==> src/rtl/pipeline_sequencer_if.sv <==
`default_nettype none
// +----------------------------------------------------------------------+
// | pipeline_sequencer_if : ID-stage hazard inputs and pipe control      |
// | Rev 1.0                                                              |
// +----------------------------------------------------------------------+
interface pipeline_sequencer_if;
   logic       id_valid;
   logic [3:0] id_opcode;
   logic [3:0] id_rs;
   logic [3:0] id_rt;
   logic       id_uses_rs;
   logic       id_uses_rt;
   logic       id_branch_taken;
   logic       ex_memread;
   logic       ex_regwrite;
   logic [3:0] ex_rd;
   logic [2:0] ex_setflags;
   logic       mem_regwrite;
   logic [3:0] mem_rd;
   logic       imem_busy;
   logic       dmem_busy;
   logic       pc_we;
   logic       ifid_we;
   logic       ifid_flush;
   logic       idex_flush;
   logic       pipe_en;

   modport master (
      output id_valid, id_opcode, id_rs, id_rt, id_uses_rs, id_uses_rt,
             id_branch_taken, ex_memread, ex_regwrite, ex_rd, ex_setflags,
             mem_regwrite, mem_rd, imem_busy, dmem_busy,
      input  pc_we, ifid_we, ifid_flush, idex_flush, pipe_en
   );

   modport slave (
      input  id_valid, id_opcode, id_rs, id_rt, id_uses_rs, id_uses_rt,
             id_branch_taken, ex_memread, ex_regwrite, ex_rd, ex_setflags,
             mem_regwrite, mem_rd, imem_busy, dmem_busy,
      output pc_we, ifid_we, ifid_flush, idex_flush, pipe_en
   );
endinterface
`default_nettype wire

==> src/rtl/pipeline_sequencer.sv <==
`default_nettype none
// +----------------------------------------------------------------------+
// | pipeline_sequencer : hazard/stall/halt sequencer for the 5-stage CPU |
// | Rev 1.0                                                              |
// +----------------------------------------------------------------------+
module pipeline_sequencer #(
   parameter int DRAIN_CYCLES = 3,
   parameter int PERF_W       = 16
) (
   input  logic                clk,
   input  logic                rst,
   pipeline_sequencer_if.slave bus,
   output logic                halted,
   output logic [PERF_W-1:0]   stall_count
);
   localparam int         c_CNT_W   = $clog2(DRAIN_CYCLES + 1);
   localparam logic [3:0] c_OP_B    = 4'hC;
   localparam logic [3:0] c_OP_BR   = 4'hD;
   localparam logic [3:0] c_OP_HALT = 4'hF;

   localparam logic [1:0] c_ST_RUN    = 2'd0;
   localparam logic [1:0] c_ST_DRAIN  = 2'd1;
   localparam logic [1:0] c_ST_HALTED = 2'd2;

   logic [1:0]         r_state;
   logic [c_CNT_W-1:0] r_drain;
   logic               r_halted;
   logic [PERF_W-1:0]  r_stall_count;

   logic [1:0]         w_nxt_state;
   logic [c_CNT_W-1:0] w_nxt_drain;
   logic               w_count_stall;
   logic               w_load_use;
   logic               w_flag_haz;
   logic               w_br_haz;
   logic               w_hazard;
   logic               w_busy;
   logic               w_halt_id;

   // r0 is hardwired zero, so a match on it is never a real dependency
   assign w_load_use = bus.id_valid & bus.ex_memread & (bus.ex_rd != 4'd0) &
                       ((bus.id_uses_rs & (bus.id_rs == bus.ex_rd)) |
                        (bus.id_uses_rt & (bus.id_rt == bus.ex_rd)));
   assign w_flag_haz = bus.id_valid & ((bus.id_opcode == c_OP_B) | (bus.id_opcode == c_OP_BR)) &
                       (bus.ex_setflags != 3'd0);
   assign w_br_haz   = bus.id_valid & (bus.id_opcode == c_OP_BR) & (bus.id_rs != 4'd0) &
                       ((bus.ex_regwrite & (bus.ex_rd == bus.id_rs)) |
                        (bus.mem_regwrite & (bus.mem_rd == bus.id_rs)));
   assign w_hazard   = w_load_use | w_flag_haz | w_br_haz;
   assign w_busy     = bus.imem_busy | bus.dmem_busy;
   assign w_halt_id  = bus.id_valid & (bus.id_opcode == c_OP_HALT);

   always_comb begin
      bus.pc_we      = 1'b0;
      bus.ifid_we    = 1'b0;
      bus.ifid_flush = 1'b0;
      bus.idex_flush = 1'b0;
      bus.pipe_en    = 1'b0;
      w_nxt_state    = r_state;
      w_nxt_drain    = r_drain;
      w_count_stall  = 1'b0;
      if (rst) begin
         bus.ifid_flush = 1'b1;
         bus.idex_flush = 1'b1;
      end else begin
         case (r_state)
            c_ST_RUN: begin
               if (w_busy) begin
                  w_count_stall = 1'b1;
               end else if (w_hazard) begin
                  w_count_stall  = 1'b1;
                  bus.idex_flush = 1'b1;
                  bus.pipe_en    = 1'b1;
               end else if (w_halt_id) begin
                  // HALT advances into EX as a no-op while IF/ID is bubbled behind it
                  bus.ifid_we    = 1'b1;
                  bus.ifid_flush = 1'b1;
                  bus.pipe_en    = 1'b1;
                  w_nxt_drain    = c_CNT_W'(DRAIN_CYCLES);
                  w_nxt_state    = c_ST_DRAIN;
               end else if (bus.id_branch_taken) begin
                  bus.pc_we      = 1'b1;
                  bus.ifid_we    = 1'b1;
                  bus.ifid_flush = 1'b1;
                  bus.pipe_en    = 1'b1;
               end else begin
                  bus.pc_we      = 1'b1;
                  bus.ifid_we    = 1'b1;
                  bus.pipe_en    = 1'b1;
               end
            end
            c_ST_DRAIN: begin
               if (!w_busy) begin
                  bus.ifid_flush = 1'b1;
                  bus.idex_flush = 1'b1;
                  bus.pipe_en    = 1'b1;
                  w_nxt_drain    = r_drain - c_CNT_W'(1);
                  if (r_drain == c_CNT_W'(1)) begin
                     w_nxt_state = c_ST_HALTED;
                  end
               end
            end
            default: begin
               w_nxt_state = c_ST_HALTED;
            end
         endcase
      end
   end

   always_ff @(posedge clk) begin
      if (rst) begin
         r_state       <= c_ST_RUN;
         r_drain       <= '0;
         r_halted      <= 1'b0;
         r_stall_count <= '0;
      end else begin
         r_state  <= w_nxt_state;
         r_drain  <= w_nxt_drain;
         r_halted <= (w_nxt_state == c_ST_HALTED);
         if (w_count_stall && (r_stall_count != {PERF_W{1'b1}})) begin
            r_stall_count <= r_stall_count + PERF_W'(1);
         end
      end
   end

   assign halted      = r_halted;
   assign stall_count = r_stall_count;
endmodule
`default_nettype wire

==> src/flat_wrapper.sv <==
// flat-port wrapper written by rule: the top's interface ports become plain ports
module pipeline_sequencer_flat 
#(
   parameter int DRAIN_CYCLES = 3,
   parameter int PERF_W       = 16
)
  (clk, rst, halted, stall_count, bus_id_valid, bus_id_opcode, bus_id_rs, bus_id_rt, bus_id_uses_rs, bus_id_uses_rt, bus_id_branch_taken, bus_ex_memread, bus_ex_regwrite, bus_ex_rd, bus_ex_setflags, bus_mem_regwrite, bus_mem_rd, bus_imem_busy, bus_dmem_busy, bus_pc_we, bus_ifid_we, bus_ifid_flush, bus_idex_flush, bus_pipe_en);
  pipeline_sequencer_if bus_i ();
  input  logic clk;
  input  logic rst;
  output logic halted;
  output logic [PERF_W-1:0] stall_count;
  input wire logic [$bits(bus_i.id_valid)-1:0] bus_id_valid;
  input wire logic [$bits(bus_i.id_opcode)-1:0] bus_id_opcode;
  input wire logic [$bits(bus_i.id_rs)-1:0] bus_id_rs;
  input wire logic [$bits(bus_i.id_rt)-1:0] bus_id_rt;
  input wire logic [$bits(bus_i.id_uses_rs)-1:0] bus_id_uses_rs;
  input wire logic [$bits(bus_i.id_uses_rt)-1:0] bus_id_uses_rt;
  input wire logic [$bits(bus_i.id_branch_taken)-1:0] bus_id_branch_taken;
  input wire logic [$bits(bus_i.ex_memread)-1:0] bus_ex_memread;
  input wire logic [$bits(bus_i.ex_regwrite)-1:0] bus_ex_regwrite;
  input wire logic [$bits(bus_i.ex_rd)-1:0] bus_ex_rd;
  input wire logic [$bits(bus_i.ex_setflags)-1:0] bus_ex_setflags;
  input wire logic [$bits(bus_i.mem_regwrite)-1:0] bus_mem_regwrite;
  input wire logic [$bits(bus_i.mem_rd)-1:0] bus_mem_rd;
  input wire logic [$bits(bus_i.imem_busy)-1:0] bus_imem_busy;
  input wire logic [$bits(bus_i.dmem_busy)-1:0] bus_dmem_busy;
  output wire logic [$bits(bus_i.pc_we)-1:0] bus_pc_we;
  output wire logic [$bits(bus_i.ifid_we)-1:0] bus_ifid_we;
  output wire logic [$bits(bus_i.ifid_flush)-1:0] bus_ifid_flush;
  output wire logic [$bits(bus_i.idex_flush)-1:0] bus_idex_flush;
  output wire logic [$bits(bus_i.pipe_en)-1:0] bus_pipe_en;
  assign bus_i.id_valid = bus_id_valid;
  assign bus_i.id_opcode = bus_id_opcode;
  assign bus_i.id_rs = bus_id_rs;
  assign bus_i.id_rt = bus_id_rt;
  assign bus_i.id_uses_rs = bus_id_uses_rs;
  assign bus_i.id_uses_rt = bus_id_uses_rt;
  assign bus_i.id_branch_taken = bus_id_branch_taken;
  assign bus_i.ex_memread = bus_ex_memread;
  assign bus_i.ex_regwrite = bus_ex_regwrite;
  assign bus_i.ex_rd = bus_ex_rd;
  assign bus_i.ex_setflags = bus_ex_setflags;
  assign bus_i.mem_regwrite = bus_mem_regwrite;
  assign bus_i.mem_rd = bus_mem_rd;
  assign bus_i.imem_busy = bus_imem_busy;
  assign bus_i.dmem_busy = bus_dmem_busy;
  assign bus_pc_we = bus_i.pc_we;
  assign bus_ifid_we = bus_i.ifid_we;
  assign bus_ifid_flush = bus_i.ifid_flush;
  assign bus_idex_flush = bus_i.idex_flush;
  assign bus_pipe_en = bus_i.pipe_en;
  pipeline_sequencer #(.DRAIN_CYCLES(DRAIN_CYCLES), .PERF_W(PERF_W)) u_core (.clk(clk), .rst(rst), .bus(bus_i), .halted(halted), .stall_count(stall_count));
endmodule
==> config.mk <==
export PLATFORM = sky130hd
export DESIGN_NAME = pipeline_sequencer_flat
export DESIGN_NICKNAME = d
export VERILOG_FILES = /design/src/rtl/pipeline_sequencer_if.sv /design/src/rtl/pipeline_sequencer.sv /design/src/flat_wrapper.sv
export SDC_FILE = /design/constraint.sdc
export NUM_CORES = 1
export LEC_CHECK = 0
export BUFFER_PORTS_ARGS = -buffer_cell sky130_fd_sc_hd__buf_2
export CAP_MARGIN = 20
export CORE_UTILIZATION = 32
export DETAILED_ROUTE_END_ITERATION = 8
export GPL_TIMING_DRIVEN = 1
export PLACE_DENSITY = 0.7
export REMOVE_ABC_BUFFERS = 1
export SKIP_LAST_GASP = 1
export SLEW_MARGIN = 40
export SYNTH_ARGS = -nofsm -noshare
export SYNTH_HDL_FRONTEND = slang
export SYNTH_SLANG_ARGS = --single-unit
==> constraint.sdc <==
create_clock -name clk -period 2 [get_ports clk]
set_input_delay 0.3 -clock clk [delete_from_list [all_inputs] [get_ports clk]]
set_output_delay 0.3 -clock clk [all_outputs]
set_load 0.01 [all_outputs]
==> impl_metrics.tcl <==
set metrics [dict create \
    io_pins 56 \
    pwr-share-comb_pct 22.7 \
    drv_cap 0 \
    ir_drop_mv 0.222 \
    mostFrequentLayoutCells "buf_2, dfxtp_1, buf_4" \
    placedCellCount 286 \
    cts_num_sinks 21 \
    synth-async-reset-ratio_pct 0 \
    grt_overflow_total 0 \
    die_w_um 68.8 \
    violations "negative setup slack" \
    diodes 0 \
    htree_levels 1 \
    viasPerCell 5.30 \
    crit_type "input port to output pin" \
    rows 23 \
    setup-tns-final_ns -1.12 \
    wire_per_inst_um 14.2 \
    seqPwrFrac_pct 46.7 \
    post-route-min-period_ns 2.17 \
    wirelength_mm 4.24 \
    synth_ff_type "dfxtp_1" \
    reg2reg_slack_ns 0.02 \
    synthToLayoutAreaGrowth_pct 53.6 \
    clk_pin_slew_ns 0.07 \
    port_buffers 55 \
    grt_setup_unrepaired "true" \
    num_vias 1579 \
    gp_congestion 0.907 \
    r2r-start "u_core.stall_count[0]" \
    syn_avg_cell_area_sq_um 8.20 \
    yosysTopAreaCell "dfxtp_1" \
    grt_usage_pct 17.9 \
    sw_frac_of_total_pct 27.2 \
    clock_latency_ns 0.26 \
    place_hpwl_mm 2.88 \
    dieArea_sq_um 4730 \
    grt_pass1_wl_mm 6.41 \
    die_y_um 68.8 \
    n_fill_cell 403 \
    synth_cells 174 \
    hp-class "input port to flip-flop" \
    holdBufCountCts 0 \
    worstSetupEndpoint "bus_pc_we" \
    synth_area_leaders "dfxtp_1, mux2_2, xor2_1" \
    cts_tree "yes" \
    drt_iter0_markers 62 \
    fin_ws_ns -0.174 \
    max_freq_mhz 460 \
    cp_max_fo 4 \
    fin_crit_sh_pct 109 \
    instances_no_fill 298 \
    clock_path_buffers 2 \
    drv_slew 0 \
    leakage_nw 0.902 \
    r2r_cells 6 \
    critPathRequiredTime_ns 1.70 \
    root_buffer "clkbuf_8" \
    critPathLaunchType "input port" \
    start_util_pct 34.5 \
    r2r-end "u_core.stall_count[12]" \
    holdWs_ns 0.415 \
    mostFrequentLayoutCell "buf_2" \
    nets 285 \
    synth_top_area_share_pct 29.4 \
    fin_skew_ns 0.00517 \
    internal-power_mw 0.669 \
    synth_edf_count 0 \
    core-area_sq_um 4140 \
    critPathArrivalTime_ns 1.87 \
    hold_violations 0 \
    antenna_found_initial 0 \
    synth_area_sq_um 1430 \
    p_clk_share_pct 30.6 \
    p_sw_mw 0.251 \
    first_global_vias 1465 \
    drc 0 \
    yosys.cell_types.count 40 \
    status "complete, but fails checks" \
    relSlewSlack_pct 67.9 \
    tightestPinTransition_ns 0.477 \
    post-place-ws_ns -0.292 \
    end_kind "output pin" \
    ys_warn_count 0 \
    power_density_nw_per_um2 419 \
    critPathLaunch "bus_ex_rd[1]" \
    ant_nets 0 \
    synth-seq-cells 21 \
    setup_viol 15 \
    grt_max_degree 21 \
    numCtsBuffers 3 \
    drt-pass1-iter-count 4 \
    drive_gt1_share_pct 47.6 \
    yosysSeqAreaShare_pct 29.4 \
]
==> worst min-delay path by stage <==
stage	cells after the start	start	to	slack [ns]
floorplan	1	rst	u_core.r_state[0]	0.37
global placement	1	u_core.r_drain[0]	u_core.r_drain[0]	0.48
detailed placement	1	u_core.r_drain[0]	u_core.r_drain[0]	0.48
CTS	2	rst	u_core.r_state[0]	0.41
global route	2	rst	u_core.r_state[0]	0.42
finish	2	rst	u_core.r_state[0]	0.41
==> per-layer routing <==
metal	track usage, %	share of wire (%)	up-vias
met5	0	0	-
met4	4.08	1.7	0
met3	3.78	3.6	11
met2	32.5	52	37
met1	21.3	43	742
li1	-	-	789
==> flip-flops by register name, indices dropped and copies added (netlist names) <==
name,count
u_core.r_state,2
u_core.r_drain,2
u_core.halted,1
u_core.stall_count,16
==> Yosys cell counts, types with 2 or more instances <==
cell type / count
xor2_1: 10
and3_1: 3
a21o_1: 2
dfxtp_1: 21
inv_1: 2
nand2b_1: 3
clkbuf_1: 6
nand2_1: 10
nand3_1: 5
mux2_2: 8
ha_1: 2
nor2b_1: 8
a21oi_1: 10
nor2_1: 14
o21ai_0: 7
nor4_1: 4
and2_1: 3
o31ai_1: 5
xnor2_1: 2
nor3_1: 15
or3_1: 4
nand4_1: 5
or4_1: 8
==> power by group through the flow <==
stage,clock (mW),combinational (mW),sequential [mW]
floorplan,0,0.0701,0.442
global placement,0,0.161,0.438
detailed placement,0,0.165,0.440
CTS,0.292,0.184,0.430
global route,0.309,0.227,0.430
finish,0.282,0.209,0.430
==> kinds of logic after synthesis <==
logic type,synth area share (%)
AND/OR/NAND/NOR,36.4
flip-flops,29.4
adder cells (fa/ha/maj),1.75
AO/OA/AOI/OAI,14.6
multiplexers,7.01
XOR/XNOR,7.36
buffers and inverters,3.42
==> per-stage QoR <==
| stage | util (%) | power (mW) | cell area [sq um] |
|---|---|---|---|
| 5_1_grt | 52.9 | 0.966 | 2190 |
| 3_3_place_gp | 44.6 | 0.600 | 1850 |
| 4_1_cts | 48.0 | 0.906 | 1990 |
| 6_report | 52.9 | 0.920 | 2190 |
| 3_5_place_dp | 44.6 | 0.604 | 1850 |
| 2_1_floorplan | - | 0.512 | 1390 |
==> critical path: stages <==
cell	delay (ns)
buf_8	0.10
or4_4	0.54
nand3_4	0.12
o22ai_4	0.08
a21o_1	0.21
nor4_2	0.22
and2_1	0.18
buf_2	0.12
==> area by class of cell <==
class                      count  area, sq um  area share [%]
tap                           50         62.6            2.85
inverter                       2         7.51           0.342
sequential                    21          420            19.2
clock buffer                   4         45.0            2.05
multi-input combinational    143         1150            52.5
timing repair buffer          78          507            23.1
==> what timing repair did <==
action | CTS | global route
resized for setup | 17 | 32
buffers inserted | 3 | 4
endpoints found under the setup margin | 5 | 18
gates cloned | 0 | 1
pin swaps | 5 | 9
(Power assumes the default switching activity.)
